==> src/rtl/xor_cipher_pkg.sv <==
// xor_cipher_pkg: FSM states, key-schedule mode codes and the keystream generator
package xor_cipher_pkg;
   typedef enum logic [1:0] {IDLE, LOAD, ENCRYPT, SHIFT_OUT} state_t;
   localparam logic MODE_REPEAT = 1'b0;
   localparam logic MODE_ROLL = 1'b1;
   localparam int MAX_MSG_BITS = 512;
   localparam int MAX_KEY_BITS = 64;
   localparam int MSG_IDX_W = $clog2(MAX_MSG_BITS);
   localparam int KEY_IDX_W = $clog2(MAX_KEY_BITS);
   // Bit p counts from the LSB; block j and in-block offset are measured from the MSB.
   function automatic logic [MAX_MSG_BITS-1:0] keystream(input logic [MAX_KEY_BITS-1:0] key, input logic mode,
                                                          input int key_bits, input int msg_bits);
      logic [MAX_MSG_BITS-1:0] ks;
      int off;
      int rot;
      ks = '0;
      for (int p = 0; p < MAX_MSG_BITS; p++) begin
         off = msg_bits - 1 - p;
         rot = (mode == MODE_ROLL) ? (off / key_bits) % key_bits : 0;
         if (p < msg_bits)
            ks[MSG_IDX_W'(p)] = key[KEY_IDX_W'((2 * key_bits - 1 - off % key_bits - rot) % key_bits)];
      end
      return ks;
   endfunction
endpackage

==> src/rtl/cipher_shift_out.sv <==
// cipher_shift_out: parallel-load ciphertext shifter with framing flag and done pulse
module cipher_shift_out
   import xor_cipher_pkg::*;
#(
   parameter int MSG_BITS = 64
) (
   input  logic                clk,
   input  logic                rst,
   input  logic                en,
   input  logic                load,
   input  logic                run,
   input  logic [MSG_BITS-1:0] data,
   output logic                serial_out,
   output logic                serial_flag,
   output logic                done,
   output logic                last
);
   localparam int CNT_W = $clog2(MSG_BITS) + 1;
   logic [MSG_BITS-1:0] sr;
   logic [CNT_W-1:0] cnt;
   assign last = cnt == CNT_W'(MSG_BITS);
   always_ff @(posedge clk) begin
      if (rst) begin
         sr          <= '0;
         cnt         <= '0;
         serial_out  <= 1'b0;
         serial_flag <= 1'b0;
         done        <= 1'b0;
      end else if (en) begin
         done <= 1'b0;
         if (load) begin
            sr  <= data;
            cnt <= '0;
         end else if (run) begin
            if (last) begin
               cnt         <= '0;
               serial_out  <= 1'b0;
               serial_flag <= 1'b0;
               done        <= 1'b1;
            end else begin
               serial_out  <= sr[MSG_BITS-1];
               serial_flag <= 1'b1;
               sr          <= sr << 1;
               cnt         <= cnt + CNT_W'(1);
            end
         end
      end
   end
endmodule

==> src/rtl/xor_stream_cipher_core.sv <==
// xor_stream_cipher_core: serial key/message capture, XOR keystream encryption and
// framed serial ciphertext output with busy/done status.
module xor_stream_cipher_core
   import xor_cipher_pkg::*;
#(
   parameter int MSG_BITS = 64,
   parameter int KEY_BITS = 8
) (
   input  logic iClk,
   input  logic iRst,
   input  logic iEn,
   input  logic iSerial_in,
   input  logic iLoad_key,
   input  logic iLoad_msg,
   input  logic iMode,
   output logic oKey_valid,
   output logic oBusy,
   output logic oSerial_out,
   output logic oSerial_flag,
   output logic oDone
);
   localparam int CNT_W = $clog2(MSG_BITS) + 1;
   if (MSG_BITS < 2 || MSG_BITS % KEY_BITS != 0 || MSG_BITS > MAX_MSG_BITS || KEY_BITS > MAX_KEY_BITS) begin : g_bad_params
      $error("xor_stream_cipher_core: MSG_BITS must be >= 2 and a multiple of KEY_BITS");
   end
   state_t state;
   logic [KEY_BITS-1:0] key;
   logic [MSG_BITS-1:0] msg;
   logic [MSG_BITS-1:0] cipher;
   logic [CNT_W-1:0] key_cnt;
   logic [CNT_W-1:0] msg_cnt;
   logic last;
   assign cipher = msg ^ MSG_BITS'(keystream(MAX_KEY_BITS'(key), iMode, KEY_BITS, MSG_BITS));
   assign oBusy = state == ENCRYPT || state == SHIFT_OUT;
   always_ff @(posedge iClk) begin
      if (iRst) begin
         state      <= IDLE;
         key        <= '0;
         msg        <= '0;
         key_cnt    <= '0;
         msg_cnt    <= '0;
         oKey_valid <= 1'b0;
      end else if (iEn) begin
         case (state)
            IDLE, LOAD:
               // A key bit always wins over a simultaneous message bit.
               if (iLoad_key) begin
                  key        <= KEY_BITS'({key, iSerial_in});
                  key_cnt    <= key_cnt == CNT_W'(KEY_BITS - 1) ? '0 : key_cnt + CNT_W'(1);
                  oKey_valid <= key_cnt == CNT_W'(KEY_BITS - 1);
               end else if (iLoad_msg && oKey_valid) begin
                  msg     <= MSG_BITS'({msg, iSerial_in});
                  msg_cnt <= msg_cnt == CNT_W'(MSG_BITS - 1) ? '0 : msg_cnt + CNT_W'(1);
                  state   <= msg_cnt == CNT_W'(MSG_BITS - 1) ? ENCRYPT : LOAD;
               end
            ENCRYPT: state <= SHIFT_OUT;
            default: if (last) state <= IDLE;
         endcase
      end
   end
   cipher_shift_out #(.MSG_BITS(MSG_BITS)) u_shift (
      .clk(iClk),
      .rst(iRst),
      .en(iEn),
      .load(state == ENCRYPT),
      .run(state == SHIFT_OUT),
      .data(cipher),
      .serial_out(oSerial_out),
      .serial_flag(oSerial_flag),
      .done(oDone),
      .last(last)
   );
endmodule

==> config.mk <==
export PLATFORM = sky130hd
export DESIGN_NAME = xor_stream_cipher_core
export DESIGN_NICKNAME = d
export VERILOG_FILES = /design/src/rtl/xor_cipher_pkg.sv /design/src/rtl/cipher_shift_out.sv /design/src/rtl/xor_stream_cipher_core.sv
export SDC_FILE = /design/constraint.sdc
export NUM_CORES = 1
export LEC_CHECK = 0
export ABC_AREA = 1
export BUFFER_PORTS_ARGS = -buffer_cell sky130_fd_sc_hd__buf_2
export CAP_MARGIN = 20
export CELL_PAD_IN_SITES_DETAIL_PLACEMENT = 2
export CELL_PAD_IN_SITES_GLOBAL_PLACEMENT = 2
export CORE_MARGIN = 1
export CORE_UTILIZATION = 38
export CTS_CLUSTER_DIAMETER = 30
export DETAILED_ROUTE_END_ITERATION = 12
export GPL_TIMING_DRIVEN = 0
export PLACE_DENSITY = 0.93
export SLEW_MARGIN = 25
export SYNTH_ARGS = -nofsm -noshare
export SYNTH_HDL_FRONTEND = slang
export SYNTH_SLANG_ARGS = --single-unit
==> constraint.sdc <==
create_clock -name iClk -period 4.5 [get_ports iClk]
set_input_delay 0.225 -clock iClk [delete_from_list [all_inputs] [get_ports iClk]]
set_output_delay 0.225 -clock iClk [all_outputs]
set_load 0.03 [all_outputs]
==> flow_summary_export.csv <==
group,metric,value,unit
grt,antenna_found_initial,0,
cts,cts_tree,"yes",
critical_path,crit_family,"buffers and inverters",
critical_path,critPathCaptureType,"flop",
route,post_drt_wl_per_cell,26.8,µm
route,drc_errors,0,
critical_path,crit_type,"reg -> reg",
timing,finalClockSkew,0.0100,ns
route,antenna_left,0,
critical_path,crit_path_start_kind,"flop",
cells_and_area,final_cells,1514,
synthesis,synth_cell_type_count,26,
synthesis,synth_seq_area_share,41.4,%
synthesis,syn_area,7880,µm²
pwr,pwr_density_cell,367,nW/µm²
grt,grt_usage,38.9,%
route,vias_per_cell,6.06,
timing,finalHoldViolCount,0,
critical_path,max_stage_delay,0.42,ns
timing,maxSlewViolCount,0,
floorplan,die_y,146,µm
grt,grt_pass1_wl,62.6,mm
cts,cts_root_buffer,"clkbuf_16",
timing,setup_tns,0,ns
floorplan,num_rows,52,
cts,cts_setup_buffers,0,
route,drtIter0Drc,473,
timing,relSlewSlack,31.5,%
timing,setup_violations,0,
pwr,max-vdd-ir-drop,0.249,mV
timing,period_share,48.2,%
cells_and_area,fin_nets,1242,
route,dr.pass1.iters,5,
status,status,"complete, no violations",
critical_path,cp_max_fo,10,
timing,fin_hold_ws,0.0956,ns
cts,clk_pin_slew_worst_paths,0.07,ns
place,gp_congestion,0.815,
flow_run,cap_violations,0,
timing,tightest_slew,1.03,ns
cts,clk_latency,0.46,ns
floorplan,die_width,146,µm
critical_path,crit_top_cell,"nor2_1",
synthesis,postSynthAreaPerCell,6.56,µm²
critical_path,cp.required,4.87,ns
cts,htree_levels,4,
timing,fin_crit,2.17,ns
timing,rsz0062_at_grt,"no",
grt,grt_overflow,0,
hold_path,min_path_type,"in -> reg",
cts,cts-resized-gates,0,
floorplan,io_pins,12,
pwr,fin_total_pwr,3.26,mW
timing,timing.fmax,461,MHz
cells_and_area,syn2layout_area_growth,12.7,%
cts,cts_buffers,17,
cts,postCtsHoldBufs,0,
grt,grt_pass1_vias,10300,
place,numPlacedInstances,1482,
grt,grt_start_max_net_pins,17,
critical_path,crit_path_top_delay_cell,"dfxtp_1",
pwr,p_leak,3.82,nW
place,portBuffers,10,
cts,clockBufferDepth,2,
cts,cts_sinks,163,
synthesis,synth_seq_cells,163,
place,dp_hpwl,22.7,mm
critical_path,crit_arrival,2.54,ns
cells_and_area,diodes,0,
critical_path,crit_chain,"inv_1 -> ha_1 -> inv_1 -> nor2_1 -> nand3_2 -> nor2_1 -> nor2_1 -> buf_4 -> buf_4 -> nand2_1 -> a21oi_1",
route,vias,9169,
synthesis,syn_nets,1213,
floorplan,die_area,21300,µm²
cells_and_area,final_cell_mix,"416 x nand2_1, 163 x dfxtp_1, 141 x a21oi_1",
synthesis,postSynthCellCount,1202,
route,wl,40.6,mm
cells_and_area,mostFrequentLayoutCell,"nand2_1",
critical_path,crit_buf_inv,4,
synthesis,yosys_warnings,0,
cells_and_area,drive_above_1_share,8.04,%
floorplan,initial_core_util,38.8,%
floorplan,core_region_area,20300,µm²
==> cell usage after synthesis (all sizes together) <==
master | instances | area [µm²]
o22ai | 1 | 6.26
nor3 | 6 | 30.0
ha | 4 | 50.1
o21ai | 91 | 455
nand2 | 420 | 1590
dfxtp | 163 | 3260
o21a | 1 | 7.51
a31oi | 1 | 6.26
nor2 | 66 | 255
xnor2 | 9 | 78.8
xor2 | 2 | 17.5
clkbuf | 29 | 109
buf | 48 | 304
a21oi | 141 | 706
nand4 | 4 | 25.0
inv | 89 | 334
nand3 | 127 | 641
==> registers in the layout, summed over array words and instances (netlist names) <==
name                 count
msg_cnt                  7
msg                     64
u_shift.cnt              7
oKey_valid               1
u_shift.sr              64
u_shift.serial_out       1
key_cnt                  7
state                    2
u_shift.serial_flag      1
key                      8
u_shift.done             1
==> metrics by stage <==
step	util, %	area, µm²	setup slack, ns
after floorplan	-	7880	3.02
after detailed placement	40.7	8270	2.40
after CTS	43.8	8880	2.37
after global placement	40.7	8270	2.54
final	43.8	8880	2.33
after global routing	43.8	8880	2.24
==> report_power, final <==
| group | leakage [nW] | switching [mW] | internal, mW |
|---|---|---|---|
| clock network | 0.298 | 0.728 | 0.897 |
| registers | 1.31 | 0.00935 | 1.45 |
| logic | 2.21 | 0.139 | 0.0415 |
==> final timing paths <==
kind	endpoint	startpoint	slack, ns	cells past startpoint
max	u_shift.sr[34]$_SDFFE_PP0P_	u_shift.cnt[0]$_SDFFE_PP0P_	2.33	11
min	key[0]$_SDFFE_PP0P_	iSerial_in	0.1	3
max reg2reg	u_shift.sr[34]$_SDFFE_PP0P_	u_shift.cnt[0]$_SDFFE_PP0P_	2.33	11
min reg2reg	u_shift.sr[7]$_SDFFE_PP0P_	u_shift.sr[7]$_SDFFE_PP0P_	0.47	2
==> cells by family (layout without fill, tap and decap cells) <==
logic type                 Yosys count  in the layout  share of synthesized area (%)
and+or+nand+nor                    623            623                           32.3
AOI/OAI and AO/OA                  235            235                           15.0
adders and majority gates            4              4                          0.635
DFF                                163            163                           41.4
buffers and inverters              166            208                           9.48
xor gates and xnor gates            11             11                           1.22
==> per-layer routing <==
layer	wire (µm)	global-route usage, %	vias to the layer above
li1	-	-	3922
met3	2580	6.93	198
met4	2720	27.7	0
met2	19900	67.1	464
met5	0	0	-
met1	15400	43.5	4585
==> tightest hold or removal path: cells and delay by family <==
family	cells	cell delay (ns)
compound gates	1	0.09
buf+inv	1	0.12
simple gates	1	0.08
==> area by class of cell <==
class / instances / area, µm²
flip-flops and latches: 163 / 3260
plain buffers: 77 / 413
multi-input cells: 873 / 3870
well taps: 270 / 338
fillers: 2417 / 11400
clock buffers: 18 / 439
clock inverters: 14 / 176
repair buffers: 10 / 50.0
inverters: 89 / 334
No activity file was read; power rests on OpenSTA's default activity.
